===== src/rtl/shift_sequencer_pkg.sv =====
// shift_sequencer shared types and constants.
// Op encoding matches the 1-bit shifter control.
package shift_seq_pkg;

  localparam int WIDTH = 16;
  localparam int AMT_W = 4;

  typedef enum logic [1:0] {
    SH_PASS = 2'b00,
    SH_LSL  = 2'b01,
    SH_LSR  = 2'b10,
    SH_ASR  = 2'b11
  } shift_op_t;

  typedef enum {IDLE, SHIFT, DONE} seq_state_t;

endpackage


===== src/rtl/shift_sequencer_if.sv =====
// Request/result handshake bundle for shift_sequencer.
// master = requester/consumer side, slave = sequencer.
interface shift_sequencer_if;
  import shift_seq_pkg::*;

  logic             in_valid;
  logic             in_ready;
  logic [WIDTH-1:0] in_data;
  logic [1:0]       in_op;
  logic [AMT_W-1:0] in_amt;
  logic             out_valid;
  logic             out_ready;
  logic [WIDTH-1:0] out_data;
  logic             busy;
  logic             flush;

  modport master (
    output in_valid, in_data, in_op, in_amt,
    output out_ready, flush,
    input  in_ready, out_valid, out_data, busy
  );

  modport slave (
    input  in_valid, in_data, in_op, in_amt,
    input  out_ready, flush,
    output in_ready, out_valid, out_data, busy
  );

endinterface


===== src/rtl/shift_sequencer_shifter.sv =====
// Single-bit shifter datapath: one LSL/LSR/ASR step
// per use, or pass-through for control 00.
module shifter
  import shift_seq_pkg::*;
(
  input  logic [WIDTH-1:0] in,
  input  logic [1:0]       shift,
  output logic [WIDTH-1:0] sout
);

  // One-step shift; ASR replicates the sign bit.
  always_comb begin
    sout = in;
    case (shift)
      SH_LSL:  sout = {in[WIDTH-2:0], 1'b0};
      SH_LSR:  sout = {1'b0, in[WIDTH-1:1]};
      SH_ASR:  sout = {in[WIDTH-1], in[WIDTH-1:1]};
      default: sout = in;
    endcase
  end

endmodule


===== src/rtl/shift_sequencer.sv =====
// Multi-cycle shift controller: iterates the 1-bit
// shifter once per clock over an accumulator.
module shift_sequencer
  import shift_seq_pkg::*;
(
  input  logic                clk,
  input  logic                reset_n,
  shift_sequencer_if.slave    io
);

  seq_state_t       state;
  logic [WIDTH-1:0] acc;
  logic [AMT_W-1:0] cnt;
  shift_op_t        op_q;
  shift_op_t        sh_ctl;
  logic [WIDTH-1:0] sh_out;
  logic             in_rdy_q;
  logic             out_vld_q;
  logic             busy_q;

  assign sh_ctl = (state == SHIFT) ? op_q : SH_PASS;

  shifter u_shifter (
    .in    (acc),
    .shift (sh_ctl),
    .sout  (sh_out)
  );

  assign io.in_ready  = in_rdy_q;
  assign io.out_valid = out_vld_q;
  assign io.out_data  = acc;
  assign io.busy      = busy_q;

  // Sequencer FSM with accumulator, counter and
  // registered handshake outputs; flush wins.
  always_ff @(posedge clk or negedge reset_n) begin
    if (!reset_n) begin
      state     <= IDLE;
      acc       <= '0;
      cnt       <= '0;
      op_q      <= SH_PASS;
      in_rdy_q  <= 1'b1;
      out_vld_q <= 1'b0;
      busy_q    <= 1'b0;
    end else if (io.flush) begin
      state     <= IDLE;
      in_rdy_q  <= 1'b1;
      out_vld_q <= 1'b0;
      busy_q    <= 1'b0;
    end else begin
      case (state)
        IDLE: begin
          if (io.in_valid) begin
            acc      <= io.in_data;
            op_q     <= shift_op_t'(io.in_op);
            cnt      <= io.in_amt;
            in_rdy_q <= 1'b0;
            busy_q   <= 1'b1;
            if (io.in_amt == '0 ||
                io.in_op == SH_PASS) begin
              state     <= DONE;
              out_vld_q <= 1'b1;
            end else begin
              state <= SHIFT;
            end
          end
        end
        SHIFT: begin
          acc <= sh_out;
          cnt <= cnt - 1'b1;
          if (cnt == AMT_W'(1)) begin
            state     <= DONE;
            out_vld_q <= 1'b1;
          end
        end
        DONE: begin
          if (io.out_ready) begin
            state     <= IDLE;
            out_vld_q <= 1'b0;
            busy_q    <= 1'b0;
            in_rdy_q  <= 1'b1;
          end
        end
        default: state <= IDLE;
      endcase
    end
  end

endmodule


===== src/flat_wrapper.sv =====
// flat-port wrapper written by rule: the top's interface ports become plain ports
module shift_sequencer_flat import shift_seq_pkg::*;
  (clk, reset_n, io_in_valid, io_in_data, io_in_op, io_in_amt, io_out_ready, io_flush, io_in_ready, io_out_valid, io_out_data, io_busy);
  shift_sequencer_if io_i ();
  input  logic clk;
  input  logic reset_n;
  input wire logic [$bits(io_i.in_valid)-1:0] io_in_valid;
  input wire logic [$bits(io_i.in_data)-1:0] io_in_data;
  input wire logic [$bits(io_i.in_op)-1:0] io_in_op;
  input wire logic [$bits(io_i.in_amt)-1:0] io_in_amt;
  input wire logic [$bits(io_i.out_ready)-1:0] io_out_ready;
  input wire logic [$bits(io_i.flush)-1:0] io_flush;
  output wire logic [$bits(io_i.in_ready)-1:0] io_in_ready;
  output wire logic [$bits(io_i.out_valid)-1:0] io_out_valid;
  output wire logic [$bits(io_i.out_data)-1:0] io_out_data;
  output wire logic [$bits(io_i.busy)-1:0] io_busy;
  assign io_i.in_valid = io_in_valid;
  assign io_i.in_data = io_in_data;
  assign io_i.in_op = io_in_op;
  assign io_i.in_amt = io_in_amt;
  assign io_i.out_ready = io_out_ready;
  assign io_i.flush = io_flush;
  assign io_in_ready = io_i.in_ready;
  assign io_out_valid = io_i.out_valid;
  assign io_out_data = io_i.out_data;
  assign io_busy = io_i.busy;
  shift_sequencer u_core (.clk(clk), .reset_n(reset_n), .io(io_i));
endmodule

===== config.mk =====
export PLATFORM = sky130hd
export DESIGN_NAME = shift_sequencer_flat
export DESIGN_NICKNAME = d
export VERILOG_FILES = /design/src/rtl/shift_sequencer_pkg.sv /design/src/rtl/shift_sequencer_if.sv /design/src/rtl/shift_sequencer_shifter.sv /design/src/rtl/shift_sequencer.sv /design/src/flat_wrapper.sv
export SDC_FILE = /design/constraint.sdc
export NUM_CORES = 1
export LEC_CHECK = 0
export ABC_AREA = 1
export CAP_MARGIN = 15
export CORE_MARGIN = 4
export CORE_UTILIZATION = 30
export CTS_BUF_LIST = sky130_fd_sc_hd__clkbuf_16
export DETAILED_ROUTE_END_ITERATION = 16
export PLACE_DENSITY = 0.6
export RECOVER_POWER = 100
export SYNTH_ARGS = -nofsm -noshare
export SYNTH_HDL_FRONTEND = slang
export SYNTH_SLANG_ARGS = --single-unit

===== constraint.sdc =====
create_clock -name clk -period 2.8 [get_ports clk]
set_input_delay 0.28 -clock clk [delete_from_list [all_inputs] [get_ports clk]]
set_output_delay 0.28 -clock clk [all_outputs]
set_load 0.005 [all_outputs]

# Word-level counts from Yosys, hierarchy flattened
# Index checks and enable logic that the tools add are counted.
# W data, S select, Z words.
classes:
  shifts: 0
  n_bitwise: 1
  mux: 25
  reduce_logical: 14
  order_cmp: 0
  addsub: 1
  eq_ne: 15
  mul: 0
  div: 0
op_table:
  columns: ["op", "n"]
  rows:
  - ["$mux W32", 4]
  - ["$pmux W32 S3", 1]
  - ["$eq A32 B2 Y1 const B", 2]
  - ["$pmux W16 S3", 1]
  - ["$eq A32 B1 Y1 const B", 1]
  - ["$logic_not A32 Y1", 1]
  - ["$pmux W16 S2", 1]
  - ["$mux W16", 1]
  - ["$reduce_and A3 Y1", 4]
  - ["$mux W1", 10]
  - ["$reduce_and A5 Y1", 2]
  - ["$ne A3 B3 Y1 const B", 3]
  - ["$pmux W4 S2", 1]
  - ["$ne A3 B2 Y1 const B", 2]
  - ["$eq A2 B2 Y1 const B", 2]
  - ["$eq A4 B1 Y1 const B", 1]
  - ["$logic_not A4 Y1", 1]
  - ["$mux W2", 2]
  - ["$mux W4", 1]
  - ["$ne A2 B2 Y1 const B", 2]
  - ["$ne A4 B4 Y1 const B", 1]
  - ["$pmux W1 S2", 2]
  - ["$reduce_and A4 Y1", 1]
  - ["$reduce_bool A4 Y1", 1]
  - ["other kinds (8)", 8]
word_totals:
  mem_count: 0
  latch_bits: 0
  regBits: 57
  inputBits: 27
  mem_bits_ro: 0
  mem_bits_rw: 0
  word_cells: 64

# Depth between registers and ports, before layout
# Gate-level depths: netlist (run 1).
depth:
  depth_word: 6
  ltp_mapped: 13

# Cells and area by module
# Synthesis (run 1) repeated with hierarchy kept, for this count alone.
hier_totals:
  hier_cells: 238
  area_unflattened_um2: 1730.4
by_module_without_submodules:
  columns: ["mod", "instances", "cells_each", "area_per_inst_um2"]
  rows:
  - ["shift_sequencer", 1, 167, 1367.6]
  - ["shifter", 1, 71, 362.8]

# Worst setup path before layout (run 1)
# Ideal clock, no wire load.
synth_path:
  kind: "reg2reg"
  start: "register u_core.state[1]"
  end: "register u_core.acc[1], in the netlist u_core.io.out_data[1]"
  path_stages_with_launch: 11
  path_slack_ns: 0.807
  n_path_buf: 2
  arrival_time_ns: 1.928
  required_ns: 2.735
  path_cell_list: "dfrtp_1 > inv_1 > ha_1 > clkbuf_1 > nand2_1 > ha_1 > nor3_4 > nand3b_2 > buf_4 > nand2_1 > nand2_1"
synth_between:
  elab_chain_cells: 5
  word_cells_on_any_way: 13
  classes_between: "eq/ne: 7; mux: 3; reduce/logical: 3"
synth_lines:
  columns: ["item", "line", "source"]
  rows:
  - ["start: declaration", "shift_sequencer.sv:11", "seq_state_t state;"]
  - ["start signal: assignment", "shift_sequencer.sv:38", "state <= IDLE;"]
  - ["start signal: assignment", "shift_sequencer.sv:46", "state <= IDLE;"]
  - ["start signal: assignment", "shift_sequencer.sv:61", "state <= DONE;"]
  - ["$eq A32 B2 Y1", "shift_sequencer.sv:21", "assign sh_ctl = (state == SHIFT) ? op_q : SH_PASS;"]
  - ["$mux W2", "shift_sequencer.sv:21", null]
  - ["$eq A2 B2 Y1 / $eq A2 B1 Y1 (equally long branches)", "shift_sequencer_shifter.sv:14", "case (shift)"]
  - ["$pmux W16 S3 / $ne A4 B4 Y1 (equally long branches)", null, null]
  - ["$pmux W16 S2 / $reduce_and A4 Y1 (equally long branches)", null, null]
  - ["end signal: assignment", "shift_sequencer.sv:54", "acc <= io.in_data;"]
  - ["end signal: assignment", "shift_sequencer.sv:69", "acc <= sh_out;"]
  - ["end: declaration", "shift_sequencer.sv:12", "logic [WIDTH-1:0] acc;"]
# Parallel ways exist; a longest one is shown, timed or not.
# A chain may end at the register's enable or synchronous reset.

# Final worst setup path (run 1)
layout_path:
  start: "register u_core.state[1]"
  end: "register u_core.acc[10], in the netlist u_core.io.out_data[10]"
# The elaborated chain is that of the path after synthesis.

==> Flow_metrics.wiki, run 1 <==
{| class="wikitable"
! Metric !! Value
|-
| Outcome || complete, no violations
|-
| Number of antenna violations at the first check in global routing || 0
|-
| Synthesized-area fraction occupied by adder cells || 0.0629
|-
| CP top delay family || simple AND/OR/NAND/NOR gates
|-
| Antenna cell count || 0
|-
| Layout cell share with drive strength beyond 1 || 0.0922
|-
| Lkg Pwr || 0.00115 uW
|-
| CTS Buffer Depth || 2
|-
| Setup TNS || 0 ns
|-
| Wire length on met1 || 2.26 mm
|-
| Worst Hold Depth || 2
|-
| Number of hold violations in the final report || 0
|-
| Peak Freq || 0.432 GHz
|-
| RR Startpoint || u_core.state[1]
|-
| Total chip power || 2350 uW
|-
| Main combinational cell family by area after synthesis || simple AND/OR/NAND/NOR gates
|-
| GRT Overall Usage || 0.128
|-
| Switching power share of the total || 0.432
|-
| Final Setup Violations || 0
|-
| Synth Cell Area || 1790 um2
|-
| Number of I/O pins || 46
|-
| GPL Wtd Cong || 0.768
|-
| Postcts setup bufs || 0
|-
| Number of port buffers || 45
|-
| Max Clock Skew || 0.00331 ns
|-
| Uppermost layer routed || met4
|-
| Via/cell ratio || 4.60
|-
| H-tree level count || 1
|-
| Least-Margin Pin Slew || 1.47 ns
|-
| Maximum number of pins on one net before global-route repair || 28
|-
| Portion of the clock cycle consumed by the worst path in the final layout || 0.827
|-
| Setup CP Type || flip-flop to flip-flop
|-
| Design internal power || 1330 uW
|-
| Buffers plus inverters on the worst setup path || 2
|-
| Worst-path maximum fanout || 17
|-
| Clock Latency Late Sink || 0.26 ns
|-
| Sequence of cells on the critical path || inv_1 > ha_1 > nand2_2 > inv_1 > ha_1 > nor3_4 > nand3b_1 > nand2_1 > nand2_1
|-
| Fin nets || 330
|-
| Row count || 27
|-
| Remaining number of nets flagged by the antenna check after routing || 0
|-
| Die X || 85.3 um
|-
| Final Critical Period || 2.32 ns
|-
| Critical Path End || u_core.io.out_data[10]
|-
| Initial Util || 0.317
|-
| Die Span Y || 85.3 um
|-
| Inserted Clock Buffers || 3
|-
| Synth Register Bits || 27
|-
| Max-slew violations || 0
|-
| Count of flip-flops with a built-in enable after synthesis || 0
|-
| IR drop worst, VDD || 342 uV
|-
| Compound-cell area share of the yosys netlist || 0.0901
|-
| Dominant register cell in the synthesized netlist || sky130_fd_sc_hd__dfrtp_1
|-
| Required arrival time at the worst endpoint || 2.95 ns
|-
| Cells after synthesis || 250
|-
| Sinks on Clock Net || 27
|-
| Clock group share of total power || 0.141
|-
| Core area || 5640 um2
|-
| Combinational cell fraction of total power || 0.531
|-
| Fillers || 589
|-
| Largest stage delay on the critical path || 0.52 ns
|-
| Initial DRC count || 89
|-
| Portion of the post-synthesis area used by sequential elements || 0.378
|-
| Count of warnings emitted by yosys || 0
|-
| Number of iterations in the first detailed-routing pass || 4
|-
| Clock tree from TritonCTS || done
|-
| Area added between synthesis and finish || 31.7%
|-
| Final routed wirelength across all metal layers || 4.46 mm
|-
| Number of distinct library cell variants in the gate-level netlist after synthesis || 27
|-
| # DRC || 0
|-
| Cell at the root of the clock tree || sky130_fd_sc_hd__clkbuf_16
|-
| Via Count || 1,678
|-
| Worst hold path type || flip-flop to flip-flop
|-
| CP Depth || 9
|-
| Wire length on met2 || 1.94 mm
|-
| Syn nets || 286
|-
| XOR/XNOR share of the synthesized area || 0.00489
|-
| Post-cts hold buffer count || 0
|-
| Cells resized by post-CTS repair || 0
|-
| Reg power frac || 0.328
|-
| Area enclosed by the die boundary || 7270 um2
|-
| Met3 wire length || 192 um
|-
| Async S/R FF share, synth || 1.00
|-
| Reg2reg path depth || 9
|-
| Average instance area after synthesis || 7.16 um2
|-
| Critical Path Start Type || flip-flop
|-
| Clock transition at path regs || 0.07 ns
|-
| Unrepaired setup endpoints after global routing || false
|-
| Number of global-route vias before repair || 1,605
|-
| R2R setup slack || 0.48 ns
|-
| Worst-case headroom to the max-slew limit || 0.0193
|-
| Dpl hpwl || 3.41 mm
|-
| Slowest CP cell || sky130_fd_sc_hd__nand3b_1
|-
| Crit path arrival time || 2.47 ns
|-
| Max-cap violations || 0
|-
| CP Launch Point || u_core.state[1]
|-
| Proportion of synthesized area in mux cells || 0
|-
| Grt total ovfl || 0
|-
| DR WL/cell || 12.2 um
|-
| Total power density per cell area || 994 nW/um2
|-
| Sw Pwr || 1010 uW
|-
| Global-route wire length before repair || 7.60 mm
|-
| Area share of and/or/nand/nor cells after synthesis || 0.387
|-
| Sort of element at the end of the critical path || flip-flop
|-
| Terminus of the critical flop-to-flop path || u_core.io.out_data[10]
|}
==> state kept, by name, indices dropped and copies added (netlist names) <==
| register | cells |
|---|---|
| u_core.io.out_valid | 1 |
| u_core.op_q | 2 |
| u_core.io.in_ready | 1 |
| u_core.io.out_data | 16 |
| u_core.state | 2 |
| u_core.cnt | 4 |
| u_core.io.busy | 1 |
==> layout make-up <==
cell class              instances  area (um2)  share of cell area
flip-flops and latches         27         677               0.287
repair buffers                 47         462               0.196
clock inverters                 1        5.00             0.00212
well taps                      72        90.1              0.0382
multi-input cells             192         962               0.408
inverters                      23        87.6              0.0371
clock buffers                   3        75.1              0.0318
==> power groups by stage <==
stage | Combinational [uW] | Sequential [uW] | Clock [uW]
after floorplan | 851 | 745 | 0
after global placement | 1310 | 783 | 0
after detailed placement | 1330 | 782 | 0
after CTS | 1330 | 777 | 340
after global routing | 1430 | 804 | 363
final | 1250 | 769 | 330
==> Yosys cell counts (2+ instances only) <==
master	count	area, um2
sky130_fd_sc_hd__dfrtp_1	26	651
sky130_fd_sc_hd__nor3_4	2	32.5
sky130_fd_sc_hd__o21ai_0	14	70.1
sky130_fd_sc_hd__or2_2	14	87.6
sky130_fd_sc_hd__buf_6	2	22.5
sky130_fd_sc_hd__nor2_1	12	45.0
sky130_fd_sc_hd__clkbuf_1	4	15.0
sky130_fd_sc_hd__nand2_1	93	349
sky130_fd_sc_hd__ha_1	9	113
sky130_fd_sc_hd__nand3_1	22	110
sky130_fd_sc_hd__a21oi_1	15	75.1
sky130_fd_sc_hd__nand4_1	2	12.5
sky130_fd_sc_hd__inv_1	21	78.8
==> worst min-delay path by stage <==
stage / to / start
finish: u_core.io.in_ready / u_core.io.in_ready
global route: u_core.io.in_ready / u_core.io.in_ready
CTS: u_core.op_q[1] / reset_n
detailed placement: u_core.io.in_ready / u_core.io.in_ready
global placement: u_core.io.out_valid / u_core.io.out_valid
floorplan: u_core.cnt[0] / reset_n
==> cells in the final DEF, fill, tap and decap left out, drive strengths merged <==
master / count
o21ai: 14
o31ai: 1
buf: 1
dfrtp: 26
nand4: 2
nand3b: 1
clkinv: 1
clkbuf: 4
a22o: 1
clkdlybuf4s50: 25
nand2: 95
nand3: 23
ha: 9
nor3: 2
inv: 22
dfstp: 1
nor2: 14
xnor2: 1
dlygate4sd3: 20
clkinvlp: 1
or2: 14
a21oi: 15
==> logic make-up (layout without fill, tap and decap cells) <==
group | after synthesis | count (layout)
buffers and inverters | 31 | 74
adder cells (fa/ha/maj) | 9 | 9
XOR/XNOR | 1 | 1
AO/OA/AOI/OAI | 31 | 31
AND/OR/NAND/NOR | 151 | 151
flip-flops | 27 | 27
==> metal layers <==
metal  vias up  track usage
li1        879            -
met1       764        0.182
met2        30        0.192
met3         5       0.0243
met4         0       0.0432
met5         -            0
==> worst register-to-register path: cells and delay by family, from the launching register on <==
kind / cells / cell delay (ns)
AND/OR/NAND/NOR: 5 / 1.08
adder cells (fa/ha/maj): 2 / 0.47
flip-flops: 1 / 0.39
buffers and inverters: 2 / 0.26
==> metrics by stage <==
step | area [um2] | worst slack (ns) | std cells | hold WS, ns | util
global placement | 2300 | 0.701 | 361 | 0.458 | 0.407
CTS | 2380 | 0.559 | 365 | 0.401 | 0.421
finish | 2360 | 0.484 | 365 | 0.489 | 0.418
global route | 2360 | 0.220 | 365 | 0.522 | 0.418
floorplan | 1790 | 0.807 | 250 | -0.0156 | -
detailed placement | 2300 | 0.572 | 361 | 0.484 | 0.407
(Power assumes the default switching activity.)
==> inputs of run 2 (changes only) <==
==> constraint.sdc (replaced) <==
create_clock -name clk -period 2.38 [get_ports clk]
set_input_delay 0.238 -clock clk [delete_from_list [all_inputs] [get_ports clk]]
set_output_delay 0.238 -clock clk [all_outputs]
set_load 0.005 [all_outputs]
==> Flow_metrics.wiki, run 2 (synthesis gave the netlist of run 1 again) <==
{| class="wikitable"
! Metric !! Value
|-
| Via/cell ratio || 4.62
|-
| Unrepaired setup endpoints after global routing || false
|-
| Final Setup Violations || 0
|-
| Area added between synthesis and finish || 34.1%
|-
| Die Span Y || 85.3 um
|-
| Post-placement cell count || 365
|-
| Clock Latency Late Sink || 0.26 ns
|-
| Crit path arrival time || 2.11 ns
|-
| Initial Util || 0.317
|-
| Worst hold path type || flip-flop to flip-flop
|-
| CTS Buffer Depth || 2
|-
| Lkg Pwr || 0.00116 uW
|-
| Fin nets || 334
|-
| Sinks on Clock Net || 27
|-
| Number of hold violations in the final report || 0
|-
| Final routed wirelength across all metal layers || 4.47 mm
|-
| Via Count || 1,705
|-
| Number of flip-flops in the largest register || 16
|-
| Number of antenna violations at the first check in global routing || 0
|-
| IR drop worst, VDD || 459 uV
|-
| Row count || 27
|-
| Clock transition at path regs || 0.07 ns
|-
| # DRC || 0
|-
| GPL Wtd Cong || 0.789
|-
| Commonest non-fill, non-tap cells in the layout || 93 x sky130_fd_sc_hd__nand2_1, 26 x sky130_fd_sc_hd__dfrtp_1, 25 x sky130_fd_sc_hd__clkdlybuf4s50_1
|-
| Worst-case headroom to the max-slew limit || 0.0171
|-
| Maximum number of pins on one net before global-route repair || 28
|-
| Layout Cells excl Fill || 369
|-
| Total chip power || 2820 uW
|-
| Postcts setup bufs || 0
|-
| DR WL/cell || 12.1 um
|-
| Cells resized by post-CTS repair || 0
|-
| Fillers || 602
|-
| Clock tree from TritonCTS || done
|-
| Number of port buffers || 45
|-
| Peak Freq || 0.511 GHz
|-
| Core area || 5640 um2
|-
| Max-cap violations || 0
|-
| Sort of element at the end of the critical path || flip-flop
|-
| Number of iterations in the first detailed-routing pass || 4
|-
| Setup CP Type || flip-flop to flip-flop
|-
| Place WS || 0.468 ns
|-
| Remaining number of nets flagged by the antenna check after routing || 0
|-
| H-tree level count || 1
|-
| GRT Overall Usage || 0.130
|-
| Final worst hold slack || 0.466 ns
|-
| Inserted Clock Buffers || 3
|-
| Critical Path Start Type || flip-flop
|-
| Grt total ovfl || 0
|-
| Post-cts hold buffer count || 0
|-
| Cell at the root of the clock tree || sky130_fd_sc_hd__clkbuf_16
|-
| Setup slack after layout || 0.425 ns
|-
| Required arrival time at the worst endpoint || 2.53 ns
|-
| Max-slew violations || 0
|-
| Number of I/O pins || 46
|-
| Outcome || complete, no violations
|-
| Total power density per cell area || 1180 nW/um2
|-
| Least-Margin Pin Slew || 1.47 ns
|-
| Global-route wire length before repair || 7.73 mm
|-
| Die X || 85.3 um
|-
| Setup TNS || 0 ns
|-
| Most frequent standard cell in the layout excluding fill and tap cells || sky130_fd_sc_hd__nand2_1
|-
| Initial DRC count || 95
|-
| Dpl hpwl || 3.36 mm
|-
| Antenna cell count || 0
|-
| Max Clock Skew || 0.00482 ns
|-
| Final Critical Period || 1.96 ns
|-
| Worst-path maximum fanout || 15
|-
| R2R setup slack || 0.42 ns
|-
| Area enclosed by the die boundary || 7270 um2
|-
| Layout cell share with drive strength beyond 1 || 0.111
|-
| Number of global-route vias before repair || 1,680
|-
| Portion of the clock cycle consumed by the worst path in the final layout || 0.822
|}
-- run 2: worst paths after layout --
kind,start,to,cells after the start
worst min register to register,u_core.io.out_valid,u_core.io.out_valid,2
min in group asynchronous,reset_n,u_core.io.out_data[10],2
worst max register to register,u_core.state[1],u_core.io.out_data[8],10
worst min-delay path,u_core.io.out_valid,u_core.io.out_valid,2
max in group asynchronous,reset_n,u_core.cnt[3],2
worst max-delay path,u_core.state[1],u_core.io.out_data[8],10
-- run 2: layout make-up --
class                           instances  area [um2]  area share
Sequential cell                        27         677       0.282
Multi-Input combinational cell        192         976       0.406
Clock inverter                          1        7.51     0.00313
Tap cell                               72        90.1      0.0375
Clock buffer                            3        75.1      0.0313
Inverter                               23        87.6      0.0365
Timing Repair Buffer                   51         488       0.203
-- run 2: where the power goes --
group	leakage [uW]	total [uW]	internal, uW	switching [uW]
registers	0.000334	902	694	207
logic	0.000793	1530	683	848
clock network	0.0000371	389	228	160
total	0.00116	2820	1610	1220
-- run 2: through the flow --
step | util | area, um2
after floorplan | - | 1790
after global placement | 0.412 | 2330
after detailed placement | 0.412 | 2330
after CTS | 0.427 | 2410
after global routing | 0.426 | 2400
final | 0.426 | 2400
-- run 2: critical path, stage by stage, from the launching register on --
cell                         delay [ns]
sky130_fd_sc_hd__dfrtp_1           0.40
sky130_fd_sc_hd__inv_1             0.12
sky130_fd_sc_hd__ha_1              0.20
sky130_fd_sc_hd__clkbuf_1          0.29
sky130_fd_sc_hd__nor2_2            0.08
sky130_fd_sc_hd__clkinvlp_2        0.13
sky130_fd_sc_hd__nand2_4           0.06
sky130_fd_sc_hd__inv_1             0.08
sky130_fd_sc_hd__nand3b_2          0.27
sky130_fd_sc_hd__nand2_1           0.14
sky130_fd_sc_hd__nand2_1           0.07
-- run 2: per-layer routing --
layer / vias to the layer above / global-route usage / part of all wire
li1: 889 / - / -
met1: 774 / 0.172 / 0.49
met2: 38 / 0.210 / 0.45
met3: 4 / 0.0262 / 0.051
met4: 0 / 0.0432 / 0.014
met5: - / 0 / 0
==> inputs of run 3 (changes only) <==
--- a/config.mk
+++ b/config.mk
@@ -11,7 +11,7 @@
 export CORE_UTILIZATION = 30
 export CTS_BUF_LIST = sky130_fd_sc_hd__clkbuf_16
 export DETAILED_ROUTE_END_ITERATION = 16
-export PLACE_DENSITY = 0.6
+export PLACE_DENSITY = 0.62
 export RECOVER_POWER = 100
 export SYNTH_ARGS = -nofsm -noshare
 export SYNTH_HDL_FRONTEND = slang
==> constraint.sdc (replaced) <==
create_clock -name clk -period 1.6 [get_ports clk]
set_input_delay 0.16 -clock clk [delete_from_list [all_inputs] [get_ports clk]]
set_output_delay 0.16 -clock clk [all_outputs]
set_load 0.005 [all_outputs]
==> Flow_metrics.wiki, run 3 (synthesis gave the netlist of run 1 again) <==
{| class="wikitable"
! Metric !! Value
|-
| Outcome || complete, but fails checks
|-
| Failing checks || negative setup slack
|-
| Number of iterations in the first detailed-routing pass || 4
|-
| CP Launch Point || u_core.state[0]
|-
| RR Startpoint || u_core.state[0]
|-
| Final Critical Period || 1.65 ns
|-
| Area added between synthesis and finish || 62.8%
|-
| R2R setup slack || -0.05 ns
|-
| # DRC || 0
|-
| Portion of the clock cycle consumed by the worst path in the final layout || 1.03
|-
| Antenna cell count || 0
|-
| Number of antenna violations at the first check in global routing || 0
|-
| Max-slew violations || 0
|-
| GPL Wtd Cong || 0.785
|-
| H-tree level count || 1
|-
| Max Clock Skew || 0.00148 ns
|-
| Place WS || -0.159 ns
|-
| Final routed wirelength across all metal layers || 5.19 mm
|-
| Dpl hpwl || 3.41 mm
|-
| Via/cell ratio || 4.80
|-
| Number of global-route vias before repair || 1,666
|-
| IR drop worst, VDD || 748 uV
|-
| Maximum number of pins on one net before global-route repair || 28
|-
| Final worst hold slack || 0.465 ns
|-
| Unrepaired setup endpoints after global routing || true
|-
| Post-cts hold buffer count || 0
|-
| Layout cell share with drive strength beyond 1 || 0.342
|-
| Global-route wire length before repair || 7.71 mm
|-
| Worst-case headroom to the max-slew limit || 0.534
|-
| Fillers || 546
|-
| Number of hold violations in the final report || 0
|-
| Remaining number of nets flagged by the antenna check after routing || 0
|-
| Number of I/O pins || 46
|-
| Worst-path maximum fanout || 7
|-
| Setup slack after layout || -0.0541 ns
|-
| Fin nets || 356
|-
| Commonest non-fill, non-tap cells in the layout || 70 x sky130_fd_sc_hd__nand2_1, 25 x sky130_fd_sc_hd__clkdlybuf4s50_1, 25 x sky130_fd_sc_hd__dfrtp_1
|-
| CTS Buffer Depth || 2
|-
| Initial Util || 0.317
|-
| Die Span Y || 85.3 um
|-
| Final Setup Violations || 15
|-
| Most frequent standard cell in the layout excluding fill and tap cells || sky130_fd_sc_hd__nand2_1
|-
| Clock tree from TritonCTS || done
|-
| Final design area excluding fillers || 2920 um2
|-
| Row count || 27
|-
| Core area || 5640 um2
|-
| DR WL/cell || 13.3 um
|-
| Lkg Pwr || 0.00137 uW
|-
| Least-Margin Pin Slew || 0.700 ns
|-
| Total power density per cell area || 1820 nW/um2
|-
| Placed inst area || 2500 um2
|-
| Clock transition at path regs || 0.07 ns
|-
| Initial DRC count || 70
|-
| Required arrival time at the worst endpoint || 1.81 ns
|-
| Inserted Clock Buffers || 3
|-
| Setup CP Type || flip-flop to flip-flop
|-
| Number of port buffers || 45
|-
| GRT Overall Usage || 0.130
|-
| Area enclosed by the die boundary || 7270 um2
|-
| Clock Latency Late Sink || 0.26 ns
|-
| Peak Freq || 0.605 GHz
|-
| Number of flip-flops in the largest register || 16
|-
| Final cell utilization of the core || 0.517
|-
| Via Count || 1,876
|-
| Die X || 85.3 um
|-
| Sinks on Clock Net || 27
|-
| Cell at the root of the clock tree || sky130_fd_sc_hd__clkbuf_16
|-
| Crit path arrival time || 1.86 ns
|-
| Critical Path Start Type || flip-flop
|-
| Worst hold path type || primary input to asynchronous set/reset pin
|-
| Sort of element at the end of the critical path || flip-flop
|-
| Grt total ovfl || 0
|-
| Max-cap violations || 0
|}
[run 3: cell count changes in the layout (fill, tap and decap cells not counted), moves of 7 or more]
cell,previous run,this run
sky130_fd_sc_hd__nand2_1,93,70
sky130_fd_sc_hd__nand2_2,1,19
sky130_fd_sc_hd__buf_4,4,18
sky130_fd_sc_hd__inv_1,21,14
[run 3: timing repair]
item	in CTS	in global routing
gates cloned	0	3
buffers inserted	2	6
endpoints found under the setup margin	19	25
pin swaps	1	23
gates resized for setup	2	63
[run 3: path summary, 6_finish.rpt]
kind | endpoint | cells after the start
min in group clk | u_core.io.out_valid | 2
setup / recovery | u_core.io.out_data[10] | 10
hold / removal | u_core.state[1] | 2
setup reg to reg | u_core.io.out_data[10] | 10
hold reg to reg | u_core.io.out_valid | 2
max in group asynchronous | u_core.state[0] | 2
[run 3: power breakdown]
group | switching, uW | leakage [uW] | internal [uW]
Sequential | 357 | 0.000332 | 1030
Clock | 250 | 0.0000371 | 340
Combinational | 1680 | 0.00100 | 1640
Total | 2290 | 0.00137 | 3020
[run 3: worst max-delay path, stage by stage, from the launching register on]
cell and delay (ns):
sky130_fd_sc_hd__dfrtp_2 0.46, sky130_fd_sc_hd__ha_4 0.20, sky130_fd_sc_hd__buf_4 0.14, sky130_fd_sc_hd__nor2_4 0.10
sky130_fd_sc_hd__inv_4 0.05, sky130_fd_sc_hd__nand2_4 0.08, sky130_fd_sc_hd__clkinvlp_4 0.15, sky130_fd_sc_hd__buf_6 0.16
sky130_fd_sc_hd__nand3b_4 0.13, sky130_fd_sc_hd__nand2_1 0.06, sky130_fd_sc_hd__nand2_1 0.06
[run 3: metal layers]
metal  track usage  routed length [um]  up-vias
met3        0.0233                 299        5
li1              -                   -      946
met2         0.204                2490       58
met5             0                   0        -
met1         0.178                2320      867
met4        0.0460                  79        0
[run 3: layout make-up]
type / count / area, um2 / share of cell area
multi-input cells: 193 / 1230 / 0.423
repair buffers: 72 / 729 / 0.250
flip-flops and latches: 27 / 678 / 0.233
inverters: 23 / 101 / 0.0348
well taps: 72 / 90.1 / 0.0309
clock buffers: 3 / 75.1 / 0.0258
clock inverters: 1 / 7.51 / 0.00258
[run 3: stage by stage]
stage	std cells	setup TNS (ns)	total power [uW]
global route	391	-2.03	5740
CTS	382	-0.138	4730
detailed placement	376	-2.17	4040
floorplan	250	-0.878	2970
finish	391	-0.443	5310
global placement	376	-1.96	4010
